File: config.mk
export PLATFORM = sky130hd
export DESIGN_NAME = stream_mux
export DESIGN_NICKNAME = d
export VERILOG_FILES = /design/src/rtl/alu_pkg.sv /design/src/rtl/stream_skid_buf.sv /design/src/rtl/stream_mux.sv
export SDC_FILE = /design/constraint.sdc
export NUM_CORES = 1
export LEC_CHECK = 0
export ABC_AREA = 1
export ABC_CLOCK_PERIOD_IN_PS = 5200
export CORE_MARGIN = 3
export CORE_UTILIZATION = 51
export CTS_BUF_LIST = sky130_fd_sc_hd__clkbuf_16
export DETAILED_ROUTE_END_ITERATION = 7
export GPL_TIMING_DRIVEN = 0
export PLACE_DENSITY = 0.85
export SLEW_MARGIN = 10
export SYNTH_ARGS = -nofsm -noshare
export SYNTH_HDL_FRONTEND = slang
export SYNTH_SLANG_ARGS = --single-unit
File: constraint.sdc
create_clock -name clk -period 5.2 [get_ports clk]
set_input_delay 1.04 -clock clk [delete_from_list [all_inputs] [get_ports clk]]
set_output_delay 1.04 -clock clk [all_outputs]
set_load 0.1 [all_outputs]
File: src/rtl/alu_pkg.sv
// alu_pkg: encodings and helpers shared by the ALU datapath stream blocks.
package alu_pkg;

  typedef enum logic [1:0] {
    EMPTY = 2'd0,
    BUSY  = 2'd1,
    FULL  = 2'd2
  } buf_state_e;

  localparam logic MODE_SEL = 1'b0;
  localparam logic MODE_RR  = 1'b1;

  function automatic int clog2(input int value);
    int result;
    result = 0;
    for (int i = 0; i < 31; i++) begin
      if ((32'sd1 <<< i) < value) begin
        result = i + 1;
      end else begin
        result = result;
      end
    end
    return result;
  endfunction

endpackage

File: src/rtl/stream_skid_buf.sv
// stream_skid_buf: 2-entry output buffer (main + skid register) with an
// EMPTY/BUSY/FULL occupancy FSM; ready toward the source depends only on state.
module stream_skid_buf
  import alu_pkg::*;
#(
  parameter int DW = 6
) (
  input  logic          clk,
  input  logic          rst_n,
  input  logic [DW-1:0] in_data,
  input  logic          push,
  output logic          can_accept,
  output logic [DW-1:0] out_data,
  output logic          out_valid,
  input  logic          out_ready
);

  buf_state_e    state_r;
  buf_state_e    state_next_s;
  logic [DW-1:0] main_r;
  logic [DW-1:0] skid_r;
  logic          pop_s;

  assign pop_s = out_valid && out_ready;

  // State register
  always_ff @(posedge clk or negedge rst_n) begin
    if (!rst_n) begin
      state_r <= EMPTY;
    end else begin
      state_r <= state_next_s;
    end
  end

  // Next-state decode from push/pop
  always_comb begin
    state_next_s = state_r;
    case (state_r)
      EMPTY: begin
        if (push) state_next_s = BUSY;
        else      state_next_s = EMPTY;
      end
      BUSY: begin
        if (push && !pop_s)      state_next_s = FULL;
        else if (pop_s && !push) state_next_s = EMPTY;
        else                     state_next_s = BUSY;
      end
      FULL: begin
        if (pop_s) state_next_s = BUSY;
        else       state_next_s = FULL;
      end
      default: state_next_s = EMPTY;
    endcase
  end

  // Outputs decoded from the registered state only
  always_comb begin
    out_valid  = (state_r != EMPTY);
    can_accept = (state_r != FULL);
    out_data   = main_r;
  end

  // Main/skid data registers; main only moves when it is empty or being popped
  always_ff @(posedge clk or negedge rst_n) begin
    if (!rst_n) begin
      main_r <= '0;
      skid_r <= '0;
    end else begin
      case (state_r)
        EMPTY: begin
          if (push) main_r <= in_data;
        end
        BUSY: begin
          if (push && pop_s) main_r <= in_data;
          else if (push)     skid_r <= in_data;
        end
        FULL: begin
          if (pop_s) main_r <= skid_r;
        end
        default: begin
          main_r <= '0;
        end
      endcase
    end
  end

endmodule

File: src/rtl/stream_mux.sv
// stream_mux: registered N-way W-bit channel selector with valid/ready per channel
// and a 2-entry output skid buffer. Round-robin mode is built with STREAM_MUX_RR_EN.
module stream_mux
  import alu_pkg::*;
#(
  parameter  int N     = 4,
  parameter  int W     = 4,
  parameter  int CNT_W = 16,
  localparam int SEL_W = clog2(N)
) (
  input  logic               clk,
  input  logic               rst_n,
  input  logic [N*W-1:0]     in_data,
  input  logic [N-1:0]       in_valid,
  output logic [N-1:0]       in_ready,
  input  logic [SEL_W-1:0]   sel,
`ifdef STREAM_MUX_RR_EN
  input  logic               mode,
`endif
  output logic [W-1:0]       out_data,
  output logic [SEL_W-1:0]   out_chan,
  output logic               out_valid,
  input  logic               out_ready,
  output logic               sel_err,
  output logic [CNT_W-1:0]   xfer_cnt
);

  logic                 can_accept_s;
  logic                 run_r;
  logic                 sel_bad_s;
  logic                 sel_grant_s;
  logic                 grant_vld_s;
  logic [SEL_W-1:0]     grant_s;
  logic                 accept_s;
  logic                 rr_mode_s;
  logic [SEL_W+W-1:0]   buf_in_s;
  logic [SEL_W+W-1:0]   buf_out_s;
  logic                 sel_err_r;
  logic [CNT_W-1:0]     xfer_cnt_r;

  assign sel_bad_s = (32'(sel) >= N);

  // Explicit-select grant
  always_comb begin
    sel_grant_s = 1'b0;
    if (!sel_bad_s) sel_grant_s = in_valid[sel];
    else            sel_grant_s = 1'b0;
  end

`ifdef STREAM_MUX_RR_EN
  logic [SEL_W-1:0] ptr_r;
  logic [SEL_W-1:0] rr_g_s;
  logic             rr_vld_s;

  assign rr_mode_s = (mode == MODE_RR);

  // First valid channel at or after the pointer, wrapping mod N
  always_comb begin
    logic [SEL_W-1:0] idx_v;
    rr_vld_s = 1'b0;
    rr_g_s   = '0;
    idx_v    = '0;
    for (int k = 0; k < N; k++) begin
      idx_v = SEL_W'((32'(ptr_r) + 32'(k)) % N);
      if (!rr_vld_s && in_valid[idx_v]) begin
        rr_vld_s = 1'b1;
        rr_g_s   = idx_v;
      end else begin
      end
    end
  end

  // Grant source by mode
  always_comb begin
    if (rr_mode_s) begin
      grant_vld_s = rr_vld_s;
      grant_s     = rr_g_s;
    end else begin
      grant_vld_s = sel_grant_s;
      grant_s     = sel;
    end
  end

  // Round-robin pointer moves past the winner only on an accepted RR transfer
  always_ff @(posedge clk or negedge rst_n) begin
    if (!rst_n) begin
      ptr_r <= '0;
    end else if (accept_s && rr_mode_s) begin
      ptr_r <= SEL_W'((32'(grant_s) + 32'd1) % N);
    end else begin
      ptr_r <= ptr_r;
    end
  end
`else
  assign rr_mode_s = MODE_SEL;

  // Grant source: explicit select only
  always_comb begin
    grant_vld_s = sel_grant_s;
    grant_s     = sel;
  end
`endif

  // run_r holds ready low through reset and the first cycle after release
  always_ff @(posedge clk or negedge rst_n) begin
    if (!rst_n) run_r <= 1'b0;
    else        run_r <= 1'b1;
  end

  assign accept_s = grant_vld_s && can_accept_s && run_r;
  assign buf_in_s = {grant_s, in_data[32'(grant_s)*W +: W]};

  // One-hot ready on the granted channel
  always_comb begin
    in_ready = '0;
    if (accept_s) in_ready[grant_s] = 1'b1;
    else          in_ready = '0;
  end

  // Select-error pulse and accepted-transfer counter
  always_ff @(posedge clk or negedge rst_n) begin
    if (!rst_n) begin
      sel_err_r  <= 1'b0;
      xfer_cnt_r <= '0;
    end else begin
      sel_err_r <= sel_bad_s && !rr_mode_s;
      if (accept_s) xfer_cnt_r <= xfer_cnt_r + {{(CNT_W-1){1'b0}}, 1'b1};
      else          xfer_cnt_r <= xfer_cnt_r;
    end
  end

  stream_skid_buf #(.DW(SEL_W + W)) u_buf (
    .clk        (clk),
    .rst_n      (rst_n),
    .in_data    (buf_in_s),
    .push       (accept_s),
    .can_accept (can_accept_s),
    .out_data   (buf_out_s),
    .out_valid  (out_valid),
    .out_ready  (out_ready)
  );

  assign out_data = buf_out_s[W-1:0];
  assign out_chan = buf_out_s[W +: SEL_W];
  assign sel_err  = sel_err_r;
  assign xfer_cnt = xfer_cnt_r;

endmodule

# Yosys cells after proc, flatten, opt, wreduce, memory -nomap -nowiden
# Cells that the tools add are included.
[word_totals] register_bits=31 elab_cells=43 output_inout_bits=28 mem_bits_ro=0 ramBits=0 latch_bits=0 n_memories=0 input_bits=25
[op_classes] eq_ne=6 mul=0 add_sub_neg=1 bitwise_logic=1 div=0 muxes=14 shifts=1 n_reduce_logical=13 order_cmp=2
[op_table] cell="$mux W6" n=3
[op_table] cell="$pmux W6 S3" n=1
[op_table] cell="$add A16 B1 Y16 const B" n=1
[op_table] cell="$shiftx A16 B5 Y4" n=1
[op_table] cell="$logic_and A1 B1 Y1" n=7
[op_table] cell="$ne A2 B1 Y1 const B" n=3
[op_table] cell="$pmux W2 S3" n=1
[op_table] cell="$reduce_and A3 Y1" n=2
[op_table] cell="$mux W1" n=4
[op_table] cell="$mux W2" n=2
[op_table] cell="$mux W4" n=1
[op_table] cell="$lt A2 B3 Y1 const B" n=1
[op_table] cell="$bmux W1 S2" n=1
[op_table] cell="$demux W1 S2" n=1
[op_table] cell="$eq A2 B1 Y1 const B" n=1
[op_table] cell="$eq A2 B2 Y1 const B" n=1
[op_table] cell="$ge A2 B1 Y1 const B" n=1
[op_table] cell="$logic_not A1 Y1" n=2
[op_table] cell="$logic_not A2 Y1" n=1
[op_table] cell="$ne A2 B2 Y1 const B" n=1
[op_table] cell="$reduce_bool A2 Y1" n=1
[op_table] cell="$not A1 Y1" n=1

# Longest topological paths before layout
[depth] ltp_word=9 mapped_depth=14 mapped_depth_nobuf=13

# Cells and area by module
# From an unflattened synthesis, not the netlist that was laid out.
[unflattened] cells_unflattened=282 area_unflattened_um2=1966.9
[modules_own_cells] mod="stream_mux" area_each_um2=1241.2 seq_area_each_um2=425.4 cells_per_inst=194 instances=1
[modules_own_cells] mod="stream_skid_buf" area_each_um2=725.7 seq_area_each_um2=350.3 cells_per_inst=88 instances=1

# Least setup slack after synthesis
# Ideal clock, no wire load.
[synth_timing] path_kind="input to output" start="input sel[1]" end="output in_ready[0]" arrival_ns=3.682 setup_slack_ns=0.478 required_ns=4.160 stages=7 path_cell_list="buf_2 -> inv_2 -> nand2_1 -> nand2_1 -> nand2_4 -> buf_6 -> nor3_1"
[synth_between] elab_chain_len=5 elab_cells_between_ends=10 cone_classes="2 x order compare; 5 x mux; 3 x reduce/logical"
[synth_rtl] item="start: declaration" line="stream_mux.sv:16" rtl="input logic [SEL_W-1:0] sel,"
[synth_rtl] item="$lt A2 B3 Y1 (implied by the code) (tied with other cells)" line="stream_mux.sv:116" rtl="if (accept_s) in_ready[grant_s] = 1'b1;"
[synth_rtl] item="$logic_and A1 B1 Y1 (implied by the code) or $mux W1 (tied branches)" line="stream_mux.sv:116, stream_mux.sv:46"
[synth_rtl] item="$mux W1 (implied by the code) or $logic_and A1 B1 Y1 (tied branches)" line="stream_mux.sv:116, stream_mux.sv:110"
[synth_rtl] item="$demux W1 S2 or $logic_and A1 B1 Y1 (tied branches)" line="stream_mux.sv:116, stream_mux.sv:110"
[synth_rtl] item="$mux W4 *" line="stream_mux.sv:116"
[synth_rtl] item="end: declaration" line="stream_mux.sv:15" rtl="output logic [N-1:0] in_ready,"
# Mark *: on every way between the ends. The rest lies on a longest branch, timed or not. The select of a mux whose other input is x is not followed.

# Final worst setup path
[layout_timing] start="input sel[0]" end="output in_ready[1]"
# Same word-level chain as after synthesis.

==> results.py <==
metrics = {
    "finish": {
        "drive_above_1_share_pct": 7.879,
        "finalInstanceArea_um2": 2584,
        "multi_input_area_um2": 960.9,
        "instances_no_fill": 376,
        "fin_util_pct": 75.06,
        "area_delta_synth_final_pct": 38.40,
        "seqCellArea_um2": 775.7,
        "final_nets": 357,
        "fill_cells": 272,
        "diodes": 0,
    },
    "critical_path": {
        "cp.arrival_ns": 3.47,
        "cp-end-kind": "output pin",
        "reg2reg_to": "u_buf.skid_r[0]",
        "start_kind": "input pin",
        "cp_max_fo": 10,
        "r2r-start": "u_buf.state_r[0]",
        "rrSetupSlack_ns": 3.22,
        "criticalPathCategory": "in2out",
        "reg2reg_depth": 12,
        "worstPathRequired_ns": 4.16,
    },
    "floorplanning": {
        "start_util_pct": 54.23,
        "die_w_um": 66.50,
        "rows": 21,
        "fp.dieH_um": 66.50,
        "dieArea_um2": 4422,
        "core_um2": 3442,
        "io_pins": 53,
    },
    "drt": {
        "vias": 1915,
        "wl_per_cell_um": 12.47,
        "drt_iter0_markers": 106,
        "first_pass_iters": 4,
        "drc": 0,
        "totalWireLength_mm": 4.688,
        "detail-route-antenna-nets": 0,
        "avgViaCountPerCell": 5.093,
    },
    "clocking": {
        "cts.sinks": 31,
        "path_clk_slew_ns": 0.05,
        "cts_resized": 0,
        "clockBufferDepth": 2,
        "postCtsHoldBufs": 0,
        "cts_tree": "yes",
        "cts_setup_buffers": 0,
        "htree_num_levels": 2,
        "root_buffer": "clkbuf_16",
        "cts_made_buffers": 5,
        "insertion_delay_ns": 0.28,
    },
    "power_and_ir_drop": {
        "power.density_nw_per_um2": 525.0,
        "p_clk_share_pct": 24.1,
        "cell_internal_pwr_uw": 697.2,
        "power.leakage_nw": 1.287,
        "vdd_drop_max_mv": 0.1886,
        "power.switching_uw": 659.3,
        "p_seq_share_pct": 26.9,
        "swShare_pct": 48.60,
        "fin_total_pwr_mw": 1.356,
        "share_comb_of_total_power_pct": 48.9,
    },
    "logic_synthesis": {
        "synth-seq-cells": 31,
        "syn_avg_cell_area_um2": 6.863,
        "yosysMostFrequentCell": "nand2_1",
        "synth_cell_types": 23,
        "postSynthNetCount": 300,
        "synth.largest_area_cell": "dfrtp_1",
        "postSynthCellCount": 272,
        "synth_commonest_cells": "nand2_1, dfrtp_1, nor2_1",
        "async_flop_share_pct": 100.0,
        "ys_top_cells_by_area": "dfrtp_1, nand2_1, nand3_1, xnor2_1, nor2_1",
        "yosysSeqAreaShare_pct": 41.55,
        "synthFlopType": "dfrtp_1",
        "synth_edf_count": 0,
        "ys_warn_count": 0,
        "syn-cell-area_um2": 1867,
        "netlist.area_leader.share_pct": 41.55,
    },
    "sta": {
        "setup_violations": 0,
        "maxSlewViolCount": 0,
        "skew_ns": 0.001801,
        "fin_crit_sh_pct": 86.77,
        "maxSlewHeadroom_pct": 34.45,
        "tns_ns": 0,
        "finalCriticalPeriod_ns": 4.512,
        "rsz0062_at_grt": "no",
        "hold_viol": 0,
        "fmax_mhz": 221.6,
        "tightest_slew_ns": 0.9801,
    },
    "place": {
        "io_buffers": 50,
        "place_hpwl_mm": 3.304,
        "dp_cells": 368,
        "gp_congestion": 0.8627,
        "place_area_um2": 2420,
    },
    "min_path": {
        "hold_path.class": "reg2reg",
        "hold_depth": 2,
        "min_from": "u_buf.out_data[2]",
        "min_to": "u_buf.out_data[2]",
    },
    "global_route": {
        "grt_pass1_wl_mm": 8.059,
        "grt_overflow": 0,
        "grt_max_degree": 32,
        "grt_usage_pct": 23.80,
        "grt_pass1_vias": 1814,
        "antenna_found_initial": 0,
    },
    "outcome": {
        "status": "finished, final reports clean",
    },
    "run": {
        "maxCapViolCount": 0,
    },
}
==> metrics by stage <==
stage | worst slack, ns | hold slack [ns]
after CTS | 0.6631 | 0.4702
after detailed placement | 0.6883 | 0.4574
after global placement | 0.7361 | 0.4538
final | 0.6879 | 0.4660
after floorplan | 0.4776 | 0.4492
after global routing | 0.5691 | 0.4839
==> kinds of logic after synthesis <==
logic type / synth area share (%)
AO/OA/AOI/OAI: 4.491
XOR/XNOR: 3.284
adder cells (fa/ha/maj): 2.011
buffers and inverters: 6.970
flip-flops: 41.55
other: 0.4023
AND/OR/NAND/NOR: 41.29
==> cell usage in the layout, fill, tap and decap left out, types with 2 or more instances in the layout <==
cell type and count:
inv_2 4, nand3_1 13, conb_1 2, nand4_1 2, xnor2_1 7, clkbuf_16 5
buf_6 3, ha_1 3, dfrtp_1 31, nand3b_1 4, o21ai_1 5, nor3_1 5
inv_1 14, nand2_2 3, o21ai_0 8, nand2_1 143, buf_2 4, clkdlybuf4s50_1 49
nor2_1 16
==> power by group through the flow <==
stage                     Combinational, mW  Clock [mW]  Sequential [mW]
after floorplan                       0.213           0            0.652
after global placement                0.650           0            0.363
after detailed placement              0.662           0            0.367
after CTS                             0.666       0.327            0.365
after global routing                  0.707       0.334            0.376
final                                 0.664       0.327            0.366
==> layout make-up <==
cell class                 count  share of cell area (%)
clock buffer                   5                   4.843
timing repair buffer          50                   19.18
clock inverter                 3                   1.501
buffer                         7                   2.179
inverter                      19                   2.857
sequential                    31                   30.02
multi-input combinational    215                   37.19
tap                           46                   2.228
==> worst max-delay path by stage <==
| stage | slack [ns] | start | end | depth (start not counted) |
|---|---|---|---|---|
| 2_1_floorplan | 0.48 | sel[1] | in_ready[0] | 7 |
| 3_3_place_gp | 0.74 | sel[0] | in_ready[1] | 10 |
| 3_5_place_dp | 0.69 | sel[0] | in_ready[1] | 10 |
| 4_1_cts | 0.66 | sel[0] | in_ready[1] | 10 |
| 5_1_grt | 0.57 | sel[0] | in_ready[1] | 10 |
| 6_report | 0.69 | sel[0] | in_ready[1] | 10 |
==> registers in the layout (all words and copies together) (netlist names) <==
| name | count |
|---|---|
| xfer_cnt | 16 |
| u_buf.out_data | 6 |
| u_buf.skid_r | 6 |
| u_buf.state_r | 2 |
| run_r | 1 |
==> worst max-delay path, cell delays in order <==
cell,delay (ns)
clkdlybuf4s50_1,0.46
inv_2,0.11
nand2_1,0.05
nand2_1,0.05
nand2_1,0.04
nand2_1,0.10
nand2_4,0.10
buf_6,0.15
nor3_1,0.17
clkdlybuf4s50_1,1.17
==> per-layer routing <==
layer | vias up | global-route usage [%] | wire length [µm]
li1 | 949 | - | -
met1 | 882 | 30.42 | 2073
met2 | 67 | 39.78 | 2244
met3 | 17 | 3.879 | 248
met4 | 0 | 9.645 | 121
met5 | - | 0 | 0
No activity file was read; power rests on OpenSTA's default activity.
